### config.mk
export PLATFORM = sky130hd
export DESIGN_NAME = imuldiv_muldiv_arbiter
export DESIGN_NICKNAME = d
export VERILOG_FILES = /design/src/rtl/imuldiv_muldiv_arbiter_pkg.sv /design/src/rtl/imuldiv_muldiv_tag_queue.sv /design/src/rtl/imuldiv_muldiv_arbiter.sv
export SDC_FILE = /design/constraint.sdc
export NUM_CORES = 1
export LEC_CHECK = 0
export ABC_AREA = 1
export CAP_MARGIN = 5
export CORE_AREA = 2 2 159 161
export DETAILED_ROUTE_END_ITERATION = 7
export DIE_AREA = 0 0 161 163
export PLACE_DENSITY_LB_ADDON = 0.15
export RECOVER_POWER = 50
export SLEW_MARGIN = 20
export SYNTH_ARGS = -nofsm -noshare
export SYNTH_HDL_FRONTEND = slang
export SYNTH_HIERARCHICAL = 1
export SYNTH_SLANG_ARGS = --single-unit
### constraint.sdc
create_clock -name clk -period 1.84 [get_ports clk]
set_input_delay 0.276 -clock clk [delete_from_list [all_inputs] [get_ports clk]]
set_output_delay 0.276 -clock clk [all_outputs]
set_load 0.005 [all_outputs]
### src/rtl/imuldiv_muldiv_arbiter_pkg.sv
// Shared definitions for the muldiv arbiter: message widths, function encodings
// and helpers to build and slice MulDivReqMsg words.
package imuldiv_muldiv_arbiter_pkg;

    localparam int REQ_W  = 67;
    localparam int RESP_W = 64;

    localparam logic [2:0] FUNC_MUL  = 3'd0;
    localparam logic [2:0] FUNC_DIV  = 3'd1;
    localparam logic [2:0] FUNC_DIVU = 3'd2;
    localparam logic [2:0] FUNC_REM  = 3'd3;
    localparam logic [2:0] FUNC_REMU = 3'd4;

    // Request layout: func[66:64], a[63:32], b[31:0]
    function automatic logic [2:0] req_func(input logic [REQ_W-1:0] msg);
        return msg[66:64];
    endfunction

    function automatic logic [31:0] req_a(input logic [REQ_W-1:0] msg);
        return msg[63:32];
    endfunction

    function automatic logic [31:0] req_b(input logic [REQ_W-1:0] msg);
        return msg[31:0];
    endfunction

    function automatic logic [REQ_W-1:0] mk_req(input logic [2:0] func, input logic [31:0] a,
                                                input logic [31:0] b);
        return {func, a, b};
    endfunction

endpackage

### src/rtl/imuldiv_muldiv_tag_queue.sv
// In-order FIFO of 1-bit owner tags, one entry per request in flight at the unit.
// A push into a full queue is accepted only when a pop happens in the same cycle.
module imuldiv_muldiv_tag_queue #(
    parameter int DEPTH = 2,
    localparam int CW = $clog2(DEPTH + 1),
    localparam int PW = (DEPTH > 1) ? $clog2(DEPTH) : 1
) (
    input  logic          clk,
    input  logic          rst_n,
    input  logic          push,
    input  logic          push_tag,
    input  logic          pop,
    output logic [CW-1:0] count,
    output logic          head
);

    logic [DEPTH-1:0] mem;
    logic [PW-1:0]    rd_ptr;
    logic [PW-1:0]    wr_ptr;
    logic             is_full;
    logic             is_empty;
    logic             do_push;
    logic             do_pop;

    function automatic logic [PW-1:0] ptr_inc(input logic [PW-1:0] p);
        if (p == PW'(DEPTH - 1)) return '0;
        return p + PW'(1);
    endfunction

    assign is_full  = (count == CW'(DEPTH));
    assign is_empty = (count == '0);
    assign do_pop   = pop & ~is_empty;
    assign do_push  = push & (~is_full | do_pop);
    assign head     = mem[rd_ptr];

    always_ff @(posedge clk or negedge rst_n) begin
        if (!rst_n) begin
            mem    <= '0;
            rd_ptr <= '0;
            wr_ptr <= '0;
            count  <= '0;
        end else begin
            if (do_push) begin
                mem[wr_ptr] <= push_tag;
                wr_ptr      <= ptr_inc(wr_ptr);
            end
            if (do_pop) begin
                rd_ptr <= ptr_inc(rd_ptr);
            end
            case ({do_push, do_pop})
                2'b10:   count <= count + CW'(1);
                2'b01:   count <= count - CW'(1);
                default: count <= count;
            endcase
        end
    end

endmodule

### src/rtl/imuldiv_muldiv_arbiter.sv
// Round-robin sharing of one val/rdy muldiv unit between two requesters, with
// responses steered back to their issuer through an in-order owner tag queue.
module imuldiv_muldiv_arbiter
    import imuldiv_muldiv_arbiter_pkg::*;
#(
    parameter int DEPTH = 2
) (
    input  logic              clk,
    input  logic              reset,

    input  logic [REQ_W-1:0]  req0_msg,
    input  logic              req0_val,
    output logic              req0_rdy,
    output logic [RESP_W-1:0] resp0_msg,
    output logic              resp0_val,
    input  logic              resp0_rdy,

    input  logic [REQ_W-1:0]  req1_msg,
    input  logic              req1_val,
    output logic              req1_rdy,
    output logic [RESP_W-1:0] resp1_msg,
    output logic              resp1_val,
    input  logic              resp1_rdy,

    output logic [REQ_W-1:0]  unit_req_msg,
    output logic              unit_req_val,
    input  logic              unit_req_rdy,
    input  logic [RESP_W-1:0] unit_resp_msg,
    input  logic              unit_resp_val,
    output logic              unit_resp_rdy
);

    localparam int CW = $clog2(DEPTH + 1);

    // Handshake rule on every port: a transfer happens on a rising edge where
    // val and rdy are both 1; rdy never waits on val beyond winner selection.

    logic          prio;
    logic          winner;
    logic          any_val;
    logic          space;
    logic          can_issue;
    logic          fire;
    logic          pop;
    logic          has_tag;
    logic          head;
    logic [CW-1:0] count;

    always_comb begin
        winner = req1_val;
        if (req0_val & req1_val) winner = prio;
    end

    assign any_val   = req0_val | req1_val;
    assign pop       = unit_resp_val & unit_resp_rdy;
    assign space     = (count != CW'(DEPTH)) | pop;
    assign can_issue = reset & unit_req_rdy & space;

    assign unit_req_val = reset & any_val & space;
    assign unit_req_msg = winner ? req1_msg : req0_msg;
    assign req0_rdy     = can_issue & ~winner;
    assign req1_rdy     = can_issue & winner;
    assign fire         = unit_req_val & unit_req_rdy;

    always_ff @(posedge clk or negedge reset) begin
        if (!reset) prio <= 1'b0;
        else if (fire) prio <= ~winner;
    end

    imuldiv_muldiv_tag_queue #(.DEPTH(DEPTH)) u_tag_queue (
        .clk      (clk),
        .rst_n    (reset),
        .push     (fire),
        .push_tag (winner),
        .pop      (pop),
        .count    (count),
        .head     (head)
    );

    // A unit response arriving with no tag outstanding has no owner and is left unaccepted.
    assign has_tag       = reset & (count != '0);
    assign resp0_val     = unit_resp_val & has_tag & ~head;
    assign resp1_val     = unit_resp_val & has_tag & head;
    assign resp0_msg     = unit_resp_msg;
    assign resp1_msg     = unit_resp_msg;
    assign unit_resp_rdy = has_tag & (head ? resp1_rdy : resp0_rdy);

endmodule

* Word-level counts from Yosys, hierarchy flattened
Cells that the tools add are included.
** Storage, ports and cells
- Flip-flop bits (word level) :: 7
- Input port bits :: 206
** Cells by class
- Equality and inequality tests :: 4
- Mux-type cells :: 17
- Magnitude comparators :: 3
- $add $sub $neg :: 4
- Reduce and logical (&&, ||, !) cells :: 4
- Bitwise logic cells :: 23
** Operator list (number)
- 67-bit two-way mux :: 1
- 1-bit AND :: 16
- 1-bit two-way mux :: 13
- 2-bit == test, second input constant :: 2
- 1-bit by 2-bit less-than comparator with 1-bit output, second input constant :: 2
- 1-bit NOT :: 4
- 2-bit one-hot mux with 2 select lines :: 1
- 2-bit nonzero test :: 2
- 1-bit OR :: 3
- 1-bit adder, second input constant :: 2
- 2-bit by 1-bit adder with 2-bit output, second input constant :: 1
- 2-bit bitwise mux :: 1
- 2-bit by 1-bit == test with 1-bit output, second input constant :: 1
- 2-bit logical NOT :: 1
- 2-bit inequality test, second input constant :: 1
- 2-bit by 1-bit subtractor with 2-bit output, second input constant :: 1
- 1-bit demux with 1-bit select :: 1
- 1-bit >= comparator, second input constant :: 1
- 1-bit logical AND :: 1

* Logic depth before layout (Yosys ltp)
Gate-level depths: netlist of the first run.
- Word-level depth :: 11
- Mapped depth :: 16
- Gate-level depth less buffers :: 16

* By module
The synthesis of the first run kept the hierarchy.
** Modules (own cells, without submodules)
- imuldiv_muldiv_arbiter :: cells an instance 375, area an instance 1936.9 um^2, instances 1
- imuldiv_muldiv_tag_queue :: cells an instance 38, area an instance 317.8 um^2, instances 1

* Worst setup path after synthesis of the first run
Ideal clock, no wire load.
- Kind :: register -> register
- Start point :: register u_tag_queue.rd_ptr
- End point :: register u_tag_queue.count[1]
- Arrival :: 1.695 ns
- Slack :: 0.028 ns
- Stages on the path, launching flop included :: 16
- Path through :: dfrtp_1 > inv_1 > nand2_1 > nand2_1 > nand2_1 > nand2_1 > nand3_1 > nand2_1 > nand3_1 > inv_1 > nand2_2 > ha_1 > inv_1 > nand3_1 > nand2_1 > nand2_1
** On the way
- Cells in the longest elaborated chain, start to end :: 11
- Elaborated cells on any way between the ends :: 15
- Those cells by class :: eq/ne: 2; mux: 4; bitwise: 8; reduce/logical: 1
** Ends and longest elaborated chain
- start, declared :: line imuldiv_muldiv_tag_queue.sv:18 : logic [PW-1:0] rd_ptr;
- start signal, assigned :: line imuldiv_muldiv_tag_queue.sv:48 : rd_ptr <= ptr_inc(rd_ptr);
- 1-bit two-way mux (not written as such) (*) (2 in a row) :: line imuldiv_muldiv_tag_queue.sv:34 : assign head = mem[rd_ptr];
- net head :: line imuldiv_muldiv_arbiter.sv:46 : logic head;
- 1-bit two-way mux (*) :: line imuldiv_muldiv_arbiter.sv:86 : assign unit_resp_rdy = has_tag & (head ? resp1_rdy : resp0_rdy);
- 1-bit AND (*) :: line imuldiv_muldiv_arbiter.sv:86
- 1-bit AND (*) :: line imuldiv_muldiv_arbiter.sv:55 : assign pop = unit_resp_val & unit_resp_rdy;
- 1-bit OR (*) :: line imuldiv_muldiv_arbiter.sv:56 : assign space = (count != CW'(DEPTH)) | pop;
- 1-bit AND (*) :: line imuldiv_muldiv_arbiter.sv:59 : assign unit_req_val = reset & any_val & space;
- 1-bit AND (*) :: line imuldiv_muldiv_arbiter.sv:63 : assign fire = unit_req_val & unit_req_rdy;
- net fire :: line imuldiv_muldiv_arbiter.sv:43 : logic fire;
- 1-bit AND (*) :: line imuldiv_muldiv_tag_queue.sv:33 : assign do_push = push & (~is_full | do_pop);
- 2-bit by 1-bit == test with 1-bit output or 2-bit == test (tied branches) :: line imuldiv_muldiv_tag_queue.sv:50 : case ({do_push, do_pop})
- 2-bit one-hot mux with 2 select lines or 2-bit nonzero test (tied branches)
- end signal, assigned :: line imuldiv_muldiv_tag_queue.sv:51 : 2'b10: count <= count + CW'(1);
- end signal, assigned :: line imuldiv_muldiv_tag_queue.sv:52 : 2'b01: count <= count - CW'(1);
- end signal, assigned :: line imuldiv_muldiv_tag_queue.sv:53 : default: count <= count;
- end, declared :: line imuldiv_muldiv_tag_queue.sv:13 : output logic [CW-1:0] count,
Mark *: on every way through the listed nets, which the timed path passes. The rest lies on a longest branch. The select of a mux whose other input is x is not followed.
A chain may end at the register's enable or synchronous reset.

* Worst setup path after layout of the first run
- Start point :: register prio
- End point :: output unit_req_msg[56]
** On the way
- Cells in the longest elaborated chain, start to end :: 2
** Ends and longest elaborated chain
- start, declared :: line imuldiv_muldiv_arbiter.sv:38 : logic prio;
- start signal, assigned :: line imuldiv_muldiv_arbiter.sv:67 : else if (fire) prio <= ~winner;
- 1-bit two-way mux :: line imuldiv_muldiv_arbiter.sv:51 : if (req0_val & req1_val) winner = prio;
- 67-bit two-way mux :: line imuldiv_muldiv_arbiter.sv:60 : assign unit_req_msg = winner ? req1_msg : req0_msg;
- end, declared :: line imuldiv_muldiv_arbiter.sv:25 : output logic [REQ_W-1:0] unit_req_msg,
Every way passes these cells.

==> results of run 1 <==
==> worst reg2reg max path, delay by kind of cell, from the launching register on <==
| kind | cells | cell delay, ps |
|---|---|---|
| buffers and inverters | 3 | 230 |
| DFF | 1 | 380 |
| adders and majority gates | 1 | 150 |
| and+or+nand+nor | 12 | 1000 |
==> repair_timing <==
item	4_1_cts	5_1_grt
pin swaps	4	19
setup endpoints to repair	75	71
hold endpoints to repair	0	0
gates cloned	12	6
setup buffers	26	6
resized for setup	287	83
==> cell families after synthesis <==
| logic type | count (synthesis) |
|---|---|
| xor gates and xnor gates | 2 |
| and+or+nand+nor | 243 |
| adders and majority gates | 1 |
| buffers and inverters | 157 |
| AOI/OAI and AO/OA | 3 |
| DFF | 7 |
==> worst max-delay path by stage <==
stage,start,cells after the start,end
after detailed placement,req0_val,8,unit_req_msg[46]
after global routing,prio,10,unit_req_msg[4]
after global placement,req0_val,8,unit_req_msg[46]
final,prio,10,unit_req_msg[56]
after floorplan,u_tag_queue/rd_ptr,15,u_tag_queue/count[1]
after CTS,prio,8,unit_req_msg[33]
==> power breakdown <==
part	internal, mW	switching [mW]	leakage, nW
Sequential	0.230	0.0516	0.0853
Clock	0.288	0.0822	0.0382
Combinational	1.44	1.06	2.19
Total	1.96	1.19	2.32
==> cells in the final DEF (no fill, tap or decap), drive strengths merged, types with 2 or more instances in the layout <==
cell type      netlist  layout
nand3                7       7
nand2              222     222
nor2                 9       9
dlygate4sd2          0       6
dfrtp                7       7
clkdlybuf4s50        0     139
buf                136     103
clkbuf               6      19
o21ai                2       2
clkdlybuf4s15        0      12
inv                 15      16
nand4                4       4
==> metrics by stage <==
step	utilization, %	cells	hold WS, ps	setup WS, ps	power [mW]
floorplan	-	413	-19.6	27.7	1.15
global placement	16.3	837	465	-505	2.13
detailed placement	16.3	837	468	-490	2.14
CTS	18.8	876	381	-180	3.01
global route	19.4	882	529	-162	3.42
finish	19.4	883	486	-92.3	3.15
==> synthesized netlist by cell type (2+ instances only) <==
cell type	instances	area share [%]
nand4_1	4	1.1
dfrtp_1	7	7.8
nor2_1	9	1.5
nand3_1	5	1.1
clkbuf_1	6	1.0
nand3_2	2	0.89
nand2_1	221	37
buf_2	7	1.6
inv_1	14	2.3
buf_4	129	43
==> registers in the layout, summed over array words and instances, names as in the netlist <==
register,flops
u_tag_queue/count,2
u_tag_queue/rd_ptr,1
prio,1
u_tag_queue/wr_ptr,1
u_tag_queue/mem,2
==> per-layer routing <==
layer	wire (um)	vias to the layer above	share of wire, %
met5	0	-	0
met4	182	0	1.4
met3	1660	14	13
met2	7080	223	54
met1	4240	1213	32
li1	-	1394	-
==> layout make-up <==
cell class | count | area share (%)
Clock buffer | 4 | 1.65
Tap cell | 330 | 8.62
Multi-Input combinational cell | 249 | 25.0
Sequential cell | 7 | 3.66
Timing Repair inverter | 1 | 0.235
Timing Repair Buffer | 276 | 59.1
Inverter | 15 | 1.67
Antenna cell | 1 | 0.0522
==> metrics.cfg, run 1 <==
[status]
outcome=complete, but fails checks
violations=negative setup slack

[routing]
drc=0
firstDrtPassIters=4
drt-initial-drc-count=70
wl_mm=13.2
wl_per_cell_um=14.9
vias_per_cell=3.22
ant_nets=0
vias=2844

[clock_network]
clk_latency_ps=230
clkTransAtPathRegs_ps=40
cts_hold_buf=0
cts_made_buffers=3
cts_root_buffer=clkbuf_16
cts.sinks=7
cts_max_level=1
cts_tree=yes
clockBufferDepth=2

[global_route]
gr-usage-all-layers_pct=8.99
grt_util_met3_pct=3.97
grt_busiest_layer=met2
grt_overflow=0
use_met2_pct=17.8
grtUsageMet1_pct=8.33
antenna_found_initial=2
grt_pass1_wl_mm=17.7
grt_pass1_vias=2841
grt_max_degree=20

[power_and_ir_drop]
powerDensity_nw_per_um2=658
leakage_nw=2.32
peakVddDrop_uv=252

[yosys]
synth_top_family_by_area=buffers and inverters
synth_fa_ha_area_share_pct=0.555
synth_xor_area_share_pct=0.777
yosysSeqAreaShare_pct=7.77
syn_area_sq_um=2250
avgSynthCellArea_sq_um=5.46
ys_warn_count=6
yosys_most_used_dff=dfrtp_1
synth_nets=620
muxShareOfSynthArea_pct=0
synthCells=413
async_reset_ff_share_pct=100
synth_seq_cells=7
yosysUniqueCellTypes=19
synth-simple-area-share_pct=42.0
synth-compound-area-share_pct=0.943
synth_edf_count=0

[sta]
rsz0062_at_grt=yes
fin_crit_sh_pct=105
finalMaxSlewViolations=0
finClkSkew_ps=1.55
tightest_slew_ps=551
fmax_ghz=0.518
finalWorstPathRequiredPeriod_ps=1930
postLayoutSetupSlackWorst_ps=-92.3
relSlewSlack_pct=63.3
setup-tns-final_ps=-2000
setup_viol=37
final-hold-violation-count=0

[layout]
fill_cells=2792
final_net_count=760
fin_area_sq_um=4790
seq_area_sq_um=175
area.growth.synth_to_final_pct=112
layout-drive-gt1-share_pct=34.1
multiInputGateArea_sq_um=1200

[place]
gp_congestion=0.828
dpl_cell_area_sq_um=4020
hpwlAfterDp_mm=9.50
portBuffers=214

[worst_setup_path]
slowest_stage=dfrtp_1
arrival_ps=1660
r2r_start=u_tag_queue/mem[1]
ff2ff_path_depth=16
startpoint_type=flop
critPathTopFamily=buffers and inverters
r2r_setup_slack_ps=-10
crit_type=flop to primary output
required_ps=1560
cp-end-kind=primary output
timing.rr.end=u_tag_queue/count[1]
slowest_delay_ps=400
worstPathCellList=o21ai_4 > buf_12 > buf_12 > buf_12 > buf_12 > inv_8 > clkbuf_16 > nand2_1 > nand2_1 > buf_2
worstPathMaxFanout=5
cp_num_buf_inv=7
crit_path_frequent_cell=buf_12

[hold_path]
worstHoldEndpoint=u_tag_queue/mem[0]
hold_class=flop to flop
min-delay-start=u_tag_queue/mem[0]
whs_path_depth=2

[floorplan]
ios=407
die_y_um=163
initial_core_util_pct=9.14
core_sq_um=24700
design.die.area_sq_um=26200
dieWidth_um=161
fp-row-count=58

[job]
maxCapViolations=0

No activity file was read; power rests on OpenSTA's default activity.
==> run 2, diff against run 1 <==
- CORE_AREA: 2 2 159 161 -> 2 2 156 158
- CTS_BUF_LIST: unset -> sky130_fd_sc_hd__clkbuf_8 sky130_fd_sc_hd__clkbuf_16
- DIE_AREA: 0 0 161 163 -> 0 0 158 160
- DONT_BUFFER_PORTS: unset -> 1
==> metrics.cfg, run 2 (synthesis gave the netlist of run 1 again) <==
[status]
outcome=completed

[clock_network]
cts_made_buffers=3
clk_latency_ps=230
cts_tree=yes
clkTransAtPathRegs_ps=40
cts.sinks=7
cts_max_level=1
cts_root_buffer=clkbuf_16
clockBufferDepth=2

[place]
hpwlAfterDp_mm=6.45
gp_congestion=0.709
portBuffers=0
dpl_cell_area_sq_um=1770
place_inst=609

[worst_setup_path]
worstPathMaxFanout=3
r2r_setup_slack_ps=70
slowest_stage=dfrtp_1
cp-end-kind=flop
timing.rr.end=u_tag_queue/count[1]
startpoint_type=flop
critPathTopFamily=simple AND/OR/NAND/NOR gates
required_ps=1960
worstPathCellList=inv_2 > nand2_1 > nand2_2 > nand2_1 > nand2_2 > nand3_2 > nand2_2 > nand3_2 > inv_2 > nand2_4 > ha_4 > or2_4 > nand4_1 > nand2_1
slowest_delay_ps=380
r2r_start=u_tag_queue/rd_ptr
cp_num_buf_inv=2
arrival_ps=1890
crit_type=flop to flop
ff2ff_path_depth=14

[sta]
finClkSkew_ps=3.28
finalMaxSlewViolations=0
rsz0062_at_grt=yes
setup_viol=0
fin_crit_sh_pct=96.0
fmax_ghz=0.566
relSlewSlack_pct=72.5
final-hold-violation-count=0
tightest_slew_ps=411
finalWorstPathRequiredPeriod_ps=1770

[floorplan]
fp-row-count=57
dieWidth_um=158
initial_core_util_pct=9.47
ios=407
design.die.area_sq_um=25300
core_sq_um=23800
die_y_um=160

[routing]
ant_nets=0
drc=0
drt-initial-drc-count=122
vias_per_cell=3.19
vias=1967
wl_mm=8.55
wl_per_cell_um=13.9
firstDrtPassIters=4

[hold_path]
whs_path_depth=2
worstHoldEndpoint=prio
min-delay-start=unit_req_rdy
hold_class=input port to flop

[layout]
area.growth.synth_to_final_pct=-12.0
fin_area_sq_um=1980
final_net_count=501
final_cell_mix=nand2_1 (218), buf_4 (13), inv_1 (11), nor2_1 (7), dfrtp_1 (7)
stdcell_count=617
fill_cells=2851
final_common_cell=nand2_1
layout-drive-gt1-share_pct=13.7
reg_top3=u_tag_queue/count: 2 flops, u_tag_queue/mem: 2 flops
num_antenna_cells=0

[global_route]
grt_overflow=0
antenna_found_initial=0
grt_pass1_wl_mm=9.74
gr-usage-all-layers_pct=5.26
grt_max_degree=70
grt_pass1_vias=1598

[job]
maxCapViolations=0

[power_and_ir_drop]
leakage_nw=1.03
peakVddDrop_uv=297
powerDensity_nw_per_um2=892
total_power_mw=1.77

## run 2: changes by cell type in the layout (fill, tap and decap cells not counted), moves of 6 or more
cell	delta
buf_4	-10
clkbuf_2	-9
dlygate4sd2_1	-6
buf_2	-45
buf_12	-11
clkdlybuf4s50_1	-139
buf_6	-11
nand2_2	-29
nand2_1	+33
clkdlybuf4s15_2	-10
buf_16	-8
## run 2: metrics by stage
step	hold slack [ps]	setup slack [ps]	util (%)	setup TNS, ps
global placement	-19.4	-28.5	7.44	-28.5
floorplan	-19.6	27.7	-	0
CTS	199	13.4	7.92	0
detailed placement	-19.4	-66.3	7.44	-66.3
finish	200	74.1	8.33	0
global route	242	-26.0	8.33	-28.4
## run 2: timing repair
item	CTS	global route
endpoints found under the hold margin	7	0
cloned	0	2
buffers inserted	0	1
pin swaps	2	6
setup endpoints to repair	3	9
hold buffers	1	0
gates resized for setup	5	13
## run 2: cell type report
type                    instances  area (sq um)  share of cell area (%)
well taps                     324           405                    20.4
clock inverters                 1          3.75                   0.189
multi-input cells             249          1070                    53.9
clock buffers                   3          75.1                    3.79
flip-flops and latches          7           175                    8.83
inverters                      15          56.3                    2.84
repair buffers                 18           198                    9.97
## run 2: where the power goes
| group | leakage, nW | internal, mW | switching [mW] |
|---|---|---|---|
| Combinational | 0.901 | 0.423 | 0.696 |
| Clock | 0.0423 | 0.283 | 0.0884 |
| Sequential | 0.0853 | 0.230 | 0.0495 |
## run 2: worst max path at each step
stage	from	end	slack, ps	cells past startpoint
3_3_place_gp	u_tag_queue/mem[0]	u_tag_queue/count[1]	-30	15
5_1_grt	u_tag_queue/rd_ptr	u_tag_queue/count[1]	-30	14
2_1_floorplan	u_tag_queue/rd_ptr	u_tag_queue/count[1]	30	15
6_report	u_tag_queue/rd_ptr	u_tag_queue/count[1]	70	14
4_1_cts	u_tag_queue/rd_ptr	u_tag_queue/count[1]	10	15
3_5_place_dp	u_tag_queue/rd_ptr	u_tag_queue/count[1]	-70	15
## run 2: per-layer routing
layer | global-route usage [%] | wire length [um] | share of wire [%] | up-vias
met5 | 0 | 0 | 0 | -
met4 | 5.45 | 774 | 9.1 | 0
met3 | 1.47 | 950 | 11 | 74
met2 | 7.98 | 3910 | 46 | 178
met1 | 5.66 | 2910 | 34 | 849
li1 | - | - | - | 866
